[config.mk]
export PLATFORM = sky130hd
export DESIGN_NAME = ram_boot_loader
export DESIGN_NICKNAME = d
export VERILOG_FILES = /design/src/rtl/vscpu_boot_pkg.sv /design/src/rtl/ram_boot_loader.sv
export SDC_FILE = /design/constraint.sdc
export NUM_CORES = 1
export LEC_CHECK = 0
export CAP_MARGIN = 30
export CORE_AREA = 2 2 119 121
export CTS_CLUSTER_SIZE = 10
export DETAILED_ROUTE_END_ITERATION = 6
export DIE_AREA = 0 0 121 123
export DONT_BUFFER_PORTS = 1
export PLACE_DENSITY = 0.71
export SLEW_MARGIN = 30
export SYNTH_ARGS = -nofsm -noshare
export SYNTH_HDL_FRONTEND = slang
export SYNTH_SLANG_ARGS = --single-unit
[constraint.sdc]
create_clock -name clk -period 5.35 [get_ports clk]
set_clock_uncertainty 0.1 [all_clocks]
set_input_delay 0.2675 -clock clk [delete_from_list [all_inputs] [get_ports clk]]
set_output_delay 0.2675 -clock clk [all_outputs]
set_load 0.005 [all_outputs]
[src/rtl/vscpu_boot_pkg.sv]
// Shared constants and state encoding for the RAM boot loader.
package vscpu_boot_pkg;

  // Frame start marker
  localparam logic [7:0] SYNC_BYTE = 8'hA5;

  // Loader frame-parsing states
  typedef enum logic [2:0] {
    ST_IDLE    = 3'd0,
    ST_ADDR_HI = 3'd1,
    ST_ADDR_LO = 3'd2,
    ST_CNT_HI  = 3'd3,
    ST_CNT_LO  = 3'd4,
    ST_DATA    = 3'd5,
    ST_CHECK   = 3'd6
  } state_t;

endpackage

[src/rtl/ram_boot_loader.sv]
// Boot loader: parses framed UART bytes into 32-bit RAM writes while holding
// the CPU in reset; otherwise the CPU's RAM port passes straight through.
module ram_boot_loader
  import vscpu_boot_pkg::*;
#(
  parameter int unsigned SIZE      = 14,
  parameter int unsigned BOOT_WAIT = 1,
  parameter int unsigned TIMEOUT   = 100000
) (
  input  logic            clk,
  input  logic            rst,
  input  logic            i_rx_valid,
  input  logic [7:0]      i_rx_byte,
  input  logic            i_cpu_we,
  input  logic [SIZE-1:0] i_cpu_addr,
  input  logic [31:0]     i_cpu_data,
  output logic            o_we,
  output logic [SIZE-1:0] o_addr,
  output logic [31:0]     o_data,
  output logic            o_cpu_rst,
  output logic            o_busy,
  output logic            o_done,
  output logic            o_err
);

  localparam int unsigned TW = $clog2(TIMEOUT + 1);

  state_t          state;
  logic [SIZE-1:0] addr;
  logic [7:0]      addr_hi;
  logic [15:0]     cnt;
  logic [1:0]      byte_idx;
  logic [23:0]     word;
  logic [7:0]      chk;
  logic [TW-1:0]   timer;
  logic            ld_we;
  logic [SIZE-1:0] ld_addr;
  logic [31:0]     ld_data;
  logic            cpu_rst;
  logic            done;
  logic            err;

  logic [31:0]     word_next;
  logic [15:0]     cnt_full;

  assign word_next = {word, i_rx_byte};
  assign cnt_full  = {cnt[15:8], i_rx_byte};

  // Frame parser, word assembly, RAM write strobe and inter-byte timeout
  always_ff @(posedge clk or posedge rst) begin
    if (rst) begin
      state    <= ST_IDLE;
      addr     <= '0;
      addr_hi  <= '0;
      cnt      <= '0;
      byte_idx <= '0;
      word     <= '0;
      chk      <= '0;
      timer    <= '0;
      ld_we    <= 1'b0;
      ld_addr  <= '0;
      ld_data  <= '0;
      cpu_rst  <= 1'(BOOT_WAIT);
      done     <= 1'b0;
      err      <= 1'b0;
    end else begin
      ld_we <= 1'b0;
      if (state == ST_IDLE) begin
        if (i_rx_valid && (i_rx_byte == SYNC_BYTE)) begin
          state    <= ST_ADDR_HI;
          cpu_rst  <= 1'b1;
          done     <= 1'b0;
          err      <= 1'b0;
          chk      <= '0;
          byte_idx <= '0;
          timer    <= '0;
        end
      end else if (i_rx_valid) begin
        // A byte in the expiry cycle lands here and pre-empts the timeout
        timer <= '0;
        chk   <= chk ^ i_rx_byte;
        case (state)
          ST_ADDR_HI: begin
            addr_hi <= i_rx_byte;
            state   <= ST_ADDR_LO;
          end
          ST_ADDR_LO: begin
            addr  <= SIZE'({addr_hi, i_rx_byte});
            state <= ST_CNT_HI;
          end
          ST_CNT_HI: begin
            cnt   <= {i_rx_byte, 8'h00};
            state <= ST_CNT_LO;
          end
          ST_CNT_LO: begin
            cnt      <= cnt_full;
            byte_idx <= '0;
            state    <= (cnt_full == 16'd0) ? ST_CHECK : ST_DATA;
          end
          ST_DATA: begin
            word     <= word_next[23:0];
            byte_idx <= byte_idx + 2'd1;
            if (byte_idx == 2'd3) begin
              ld_we   <= 1'b1;
              ld_addr <= addr;
              ld_data <= word_next;
              addr    <= addr + SIZE'(1);
              cnt     <= cnt - 16'd1;
              if (cnt == 16'd1) state <= ST_CHECK;
            end
          end
          ST_CHECK: begin
            state <= ST_IDLE;
            if (chk == i_rx_byte) begin
              done    <= 1'b1;
              cpu_rst <= 1'b0;
            end else begin
              err <= 1'b1;
            end
          end
          default: state <= ST_IDLE;
        endcase
      end else if (timer == TW'(TIMEOUT - 1)) begin
        err   <= 1'b1;
        state <= ST_IDLE;
        timer <= '0;
      end else begin
        timer <= timer + TW'(1);
      end
    end
  end

  // RAM port mux: loader owns the port while the CPU is held in reset
  assign o_we      = cpu_rst ? ld_we   : i_cpu_we;
  assign o_addr    = cpu_rst ? ld_addr : i_cpu_addr;
  assign o_data    = cpu_rst ? ld_data : i_cpu_data;
  assign o_cpu_rst = cpu_rst;
  assign o_busy    = (state != ST_IDLE);
  assign o_done    = done;
  assign o_err     = err;

endmodule

* Word-level counts from Yosys, hierarchy flattened
Cells that the tools add are included.
** Operators by class
- Muxes and demuxes :: 45
- Bitwise logic cells :: 3
- Reduce and logical (&&, ||, !) cells :: 23
- Eq/ne operators :: 17
- Add/sub/neg operators :: 4
** Operator list (count)
- $mux 17 :: 4
- $pmux 16 s3 :: 1
- $mux 32 :: 1
- $mux 14 :: 2
- $pmux 14 s2 :: 1
- $mux 8 :: 3
- $reduce_and 4->1 :: 6
- $mux 1 :: 20
- $mux 3 :: 6
- $add 17x1->17 const B :: 1
- $eq 17x17->1 const B :: 1
- $eq 16x1->1 const B :: 1
- $logic_not 16->1 :: 1
- $mux 16 :: 1
- $sub 16x1->16 const B :: 1
- $pmux 3 s5 :: 1
- $add 14x1->14 const B :: 1
- $reduce_bool 3->1 :: 4
- $reduce_bool 2->1 :: 5
- $eq 3x3->1 const B :: 3
- $reduce_and 3->1 :: 3
- $eq 8x8->1 :: 1
- $eq 8x8->1 const B :: 1
- $mux 2 :: 4
- 16 further kinds :: 19
** Storage, ports and cells
- Logic and storage cells :: 107
- Register bits :: 140
- Input bits :: 58
- Output and inout bits :: 51

* Longest topological paths before layout
Gate-level depths: netlist of run 1.
- Depth in word-level cells :: 6
- Gate-level depth with buffers :: 8
- Gate-level depth less buffers :: 6

* Worst setup path after synthesis of run 1
Ideal clock, no wire load.
- Kind :: register to output
- From :: register cpu_rst, in the netlist o_cpu_rst
- To :: output port o_data[12]
- Path slack :: 3.377 ns
- Cell stages (with the launch flop) :: 4
- Arrival time :: 1.606 ns
- Path through :: dfstp_2 > clkbuf_1 > buf_1 > mux2_2
** On the way
- Longest elaborated chain between the ends :: 1
** Ends and longest elaborated chain
- start, declared :: RTL line ram_boot_loader.sv:39 : logic cpu_rst;
- start signal, assigned :: RTL line ram_boot_loader.sv:63 : cpu_rst <= 1'(BOOT_WAIT);
- $mux 32 :: RTL line ram_boot_loader.sv:136 : assign o_data = cpu_rst ? ld_data : i_cpu_data;
- end, declared :: RTL line ram_boot_loader.sv:19 : output logic [31:0] o_data,
No other way between the ends.

* Worst setup path in the final report of run 1
- From :: register state[0]
- To :: register ld_addr[10]
** On the way
- Longest elaborated chain between the ends :: 3
- Elaborated cells on any way between the ends :: 4
- Classes of those cells :: eq/ne: 1; bitwise: 1; reduce/logical: 2
** Ends and longest elaborated chain
- start, declared :: RTL line ram_boot_loader.sv:28 : state_t state;
- start signal, assigned :: RTL line ram_boot_loader.sv:98 : state <= (cnt_full == 16'd0) ? ST_CHECK : ST_DATA;
- $logic_not 3->1 :: RTL line ram_boot_loader.sv:68 : if (state == ST_IDLE) begin
- $not 1->1 (no line)
- $reduce_and 4->1 (no line) *
- end signal, assigned :: RTL line ram_boot_loader.sv:105 : ld_addr <= addr;
- end, declared :: RTL line ram_boot_loader.sv:37 : logic [SIZE-1:0] ld_addr;
Mark *: on every way between the ends. The rest lies on a longest branch, timed or not.
A chain may end at the register's enable or synchronous reset.

==> flow_summary.toml, run 1 <==
[status]
status = "finished, final reports clean"

[clocking]
cts_buffer_depth = 2
cts_setup_buffers = 0
cts.sinks = 140
clk_latency_ns = 0.42
cts_hold_buf = 11
cts_root_buf = "clkbuf_16"
post_cts_resize_count = 0
tritoncts = "yes"
numCtsBuffers = 17
htree_levels = 4
path_clk_slew_ns = 0.06

[drt]
routed-wl-met3_mm = 1.17
firstDrtPassIters = 6
dr_wl_met2_mm = 8.24
m1WireLength_mm = 6.99
num_vias = 5435
highest_layer = "met4"
drc = 0
via_per_inst = 6.35
ant_nets = 0
routed_wl_mm = 16.8
routedWlPerCell_um = 19.7
initialDrtViolationCount = 726

[cells_and_area]
finalNonFillerCells = 856
fin_area_sq_um = 8050
drive_above_1_share_pct = 25.6
finish.net_count = 728
antennaDiodeCount = 0
syn2layout_area_growth_pct = 10.7
final_cell_mix = "139 x dfrtp_1, 124 x mux2_2, 61 x o21ai_0"
final_common_cell = "dfrtp_1"

[timing]
finalCritPeriodShare_pct = 65.3
fin_hold_ws_ns = 0.00905
finalHoldViolCount = 0
max_freq_ghz = 0.286
slew_violations = 0
rsz0062_at_grt = "false"
finalSetupTns_ns = 0
slew_headroom_pct = 39.2
fin_crit_ns = 3.49
max_slew.worst_pin.slew_ns = 0.910
final-setup-viol-count = 0

[yosys]
synth_edf_count = 0
synth_area_sq_um = 7270
ys_ff_latch = 140
synth_nets = 744
synth_top_area_share_pct = 47.8
synthArstFlopShare_pct = 100
syn_area_per_cell_sq_um = 10.7
yosysTopAreaCell = "dfrtp_1"
yosys-top-cells-area = "dfrtp_1 48%, mux2_2 19%, o21ai_0 4.2%, a21oi_1 2.9%, nor2_1 2.5%"
synthFlopType = "dfrtp_1"
yosysUniqueCellTypes = 57
ys_seq_area_share_pct = 48.2
netlist_instances = 681
synth_warnings = 0

[setup_path]
path_class = "reg -> reg"
worst_setup_path_start_kind = "flop"
cp_max_fo = 27
cp.arrival_ns = 3.69
required_ns = 5.55
endpoint_kind = "flop"

[grt]
grt_pass1_wl_mm = 26.6
first_global_vias = 5067
grt_max_degree = 75
grt_antenna_before_repair = 0
grt_use_total_pct = 23.0
overflow = 0

[floorplan]
rows = 43
die_width_um = 121
die_h_um = 123
core-area_sq_um = 13600
start_util_pct = 53.4
design.portCount = 109
dieArea_sq_um = 14900

[power]
power_mw = 3.69
leakage_nw = 3.52
p_per_area_nw_per_um2 = 458
max-vdd-ir-drop_v = 0.000297

[place]
place_area_sq_um = 7290
dpl.cell_count = 815
port_buffers = 0
hpwl_mm = 10.3
place_congestion = 0.882

[flow_run]
drv_cap = 0

[hold_path]
holdCritPathClass = "in -> reg"
==> sequential cells by signal (all words and copies together), names as in the netlist, 6 cells and up <==
register  cells
cnt          16
ld_data      32
ld_addr      14
word         24
addr_hi       6
addr         14
chk           8
timer        17
==> synthesized netlist by cell type, types with 4 or more instances <==
library cell	n
a21oi_1	42
a22oi_1	6
a2bb2oi_1	8
a31oi_1	18
a32oi_1	5
and3_1	9
buf_1	7
buf_2	11
buf_6	6
clkbuf_1	25
dfrtp_1	139
ha_1	5
inv_1	12
mux2_2	124
mux2i_1	4
nand2_1	29
nand3_1	28
nand4_1	13
nor2_1	48
nor3_1	8
o21ai_0	61
o21ai_1	4
o22ai_1	4
o31ai_1	4
or2b_1	4
or4_1	4
xnor2_1	8
==> worst paths after layout <==
check	from	cells past startpoint	slack (ns)	end
max	state[0]	5	1.86	ld_addr[10]
min	i_rx_byte[7]	2	0.009	addr[7]
max reg2reg	state[0]	5	1.86	ld_addr[10]
min reg2reg	timer[16]	1	0.40	timer[16]
max in group asynchronous	rst	3	3.73	timer[1]
min in group asynchronous	rst	2	0.34	addr[7]
==> through the flow <==
step	worst slack [ns]	util, %
2_1_floorplan	1.23	-
3_5_place_dp	1.88	53.6
5_1_grt	1.63	59.2
4_1_cts	1.87	59.1
3_3_place_gp	2.08	53.6
6_report	1.86	59.2
==> layer usage <==
layer / track usage, % / vias to the layer above
li1: - / 2476
met1: 29.6 / 2684
met2: 37.6 / 236
met3: 4.61 / 39
met4: 10.4 / 0
met5: 0 / -
==> final cells by class <==
cell class	count	area, sq um
clock buffer	17	425
clock inverter	13	215
fill	1061	5560
inverter	12	50.0
multi-input combinational	479	3490
sequential	140	3510
tap	180	225
timing repair buffer	15	144
==> worst max-delay path, cell delays in order (launching register included) <==
cell	delay [ns]
dfrtp_1	0.72
nor2b_1	0.30
nand3_2	0.58
nor2_4	0.87
buf_4	0.40
mux2_2	0.38
==> power breakdown <==
| group | total [mW] | switching [mW] | internal (mW) | leakage, nW |
|---|---|---|---|---|
| Combinational | 0.872 | 0.501 | 0.370 | 1.36 |
| Sequential | 1.53 | 0.262 | 1.27 | 1.86 |
| Clock | 1.28 | 0.460 | 0.825 | 0.298 |
==> cells by family after synthesis <==
kind of cell / Yosys count / share of synthesized area (%)
AO/OA/AOI/OAI: 169 / 13.9
XOR/XNOR: 8 / 0.963
adder cells (fa/ha/maj): 5 / 0.860
buffers and inverters: 62 / 4.06
flip-flops: 140 / 48.2
multiplexers: 128 / 19.7
AND/OR/NAND/NOR: 169 / 12.3
Note: power is estimated with default switching activity, not from simulation.
==> run 2, diff against run 1 <==
- clock period: 5.35 -> 3.5 ns (I/O delays scaled with it)
==> flow_summary.toml, run 2 (synthesis results as in run 1) <==
[cells_and_area]
finish.net_count = 728
antennaDiodeCount = 0
nFillCells = 1097
largest_reg_flops = 32
final_util_pct = 58.9
top_regs = "ld_data: 32 flops, word: 24 flops, timer: 17 flops"
final_cell_mix = "139 x dfrtp_1, 124 x mux2_2, 61 x o21ai_0"
fin_area_sq_um = 8010
final_common_cell = "dfrtp_1"
largest_register = "ld_data"
drive_above_1_share_pct = 25.8
syn2layout_area_growth_pct = 10.1

[floorplan]
design.portCount = 109
core-area_sq_um = 13600
die_h_um = 123
rows = 43
dieArea_sq_um = 14900
die_width_um = 121
start_util_pct = 53.4

[clocking]
cts_root_buf = "clkbuf_16"
path_clk_slew_ns = 0.06
clk_latency_ns = 0.43
htree_levels = 4
cts.sinks = 140
cts_setup_buffers = 0
tritoncts = "yes"
cts_buffer_depth = 2
numCtsBuffers = 17

[timing]
setup_ws_ns = 1.05
fin_crit_ns = 2.45
max_slew.worst_pin.slew_ns = 0.928
slew_violations = 0
finalSetupTns_ns = 0
slew_headroom_pct = 37.7
max_freq_ghz = 0.407
rsz0062_at_grt = "false"
fin_hold_ws_ns = 0.00314
final-setup-viol-count = 0
finalCritPeriodShare_pct = 70.1
finalHoldViolCount = 0

[place]
place_area_sq_um = 7310
hpwl_mm = 10.2
place_congestion = 0.877
dp_slack_ns = 1.09
port_buffers = 0

[setup_path]
max_stage_delay_ns = 0.71
path_class = "reg -> reg"
startpoint = "state[0]"
crit_chain = "nor2b_1 > nand2_1 > nor2_1 > a22oi_1 > o21ai_0"
cp_max_fo = 27
required_ns = 3.74
r2r-start = "state[0]"
cpMaxStageDelayCell = "dfrtp_1"
cp.arrival_ns = 2.69
endpoint_kind = "flop"
worst_setup_path_start_kind = "flop"

[power]
leakage_nw = 3.50
p_per_area_nw_per_um2 = 682
max-vdd-ir-drop_v = 0.000398

[drt]
firstDrtPassIters = 5
initialDrtViolationCount = 466
via_per_inst = 6.27
routedWlPerCell_um = 19.4
drc = 0
ant_nets = 0
num_vias = 5378
routed_wl_mm = 16.6

[grt]
overflow = 0
grt_max_degree = 141
grt_pass1_wl_mm = 26.7
grt_use_total_pct = 23.1
first_global_vias = 5171
grt_antenna_before_repair = 0

[hold_path]
holdCritPathClass = "in -> reg"
min-delay-start = "i_rx_byte[2]"

[status]
status = "finished, final reports clean"

[flow_run]
drv_cap = 0
run 2: cell count changes in the layout (fill, tap and decap cells not counted), sizes merged:
cell,previous run,this run
clkbuf,17,18
inv,14,16
clkinv,2,4
bufinv,5,2
dlygate4sd3,11,10
buf,4,5
run 2: path summary, 6_finish.rpt:
kind / end / cells after the start / slack [ns]
worst max register to register: cnt[9] / 5 / 1.05
worst min register to register: timer[16] / 1 / 0.38
worst max-delay path: cnt[9] / 5 / 1.05
min in group asynchronous: ld_data[17] / 3 / 0.36
max in group asynchronous: cnt[11] / 3 / 2.42
worst min-delay path: cnt[10] / 4 / 0.003
run 2: worst max-delay path, delay by kind of cell, from the launching register on:
| kind | cells | cell delay, ns |
|---|---|---|
| AND/OR/NAND/NOR | 3 | 1.29 |
| AO/OA/AOI/OAI | 2 | 0.27 |
| flip-flops | 1 | 0.71 |
run 2: power by group:
part | total, mW | switching [mW] | internal (mW)
combinational | 1.31 | 0.748 | 0.565
clock | 1.81 | 0.733 | 1.08
sequential | 2.34 | 0.396 | 1.94
total | 5.47 | 1.88 | 3.59
run 2: metal layers:
| layer | global-route usage [%] | share of wire, % |
|---|---|---|
| met1 | 28.9 | 42 |
| met2 | 36.1 | 47 |
| met3 | 5.90 | 6.2 |
| met4 | 14.2 | 4.9 |
| met5 | 0 | 0 |
run 2: final cells by class:
type / instances / area, sq um / share of cell area [%]
sequential: 140 / 3510 / 43.8
multi-input combinational: 479 / 3480 / 43.5
clock buffer: 18 / 439 / 5.48
tap: 180 / 225 / 2.81
clock inverter: 14 / 158 / 1.97
timing repair buffer: 15 / 150 / 1.87
inverter: 12 / 48.8 / 0.609
run 2: stage by stage:
step | std cells | power, mW
after floorplan | 681 | 3.36
after global placement | 816 | 3.55
after detailed placement | 816 | 3.63
after CTS | 858 | 5.48
after global routing | 858 | 5.79
final | 858 | 5.47
run 2: what timing repair did:
action	CTS	global route
hold endpoints to repair	200	0
resized for setup	0	0
endpoints found under the setup margin	0	0
hold buffers	10	0
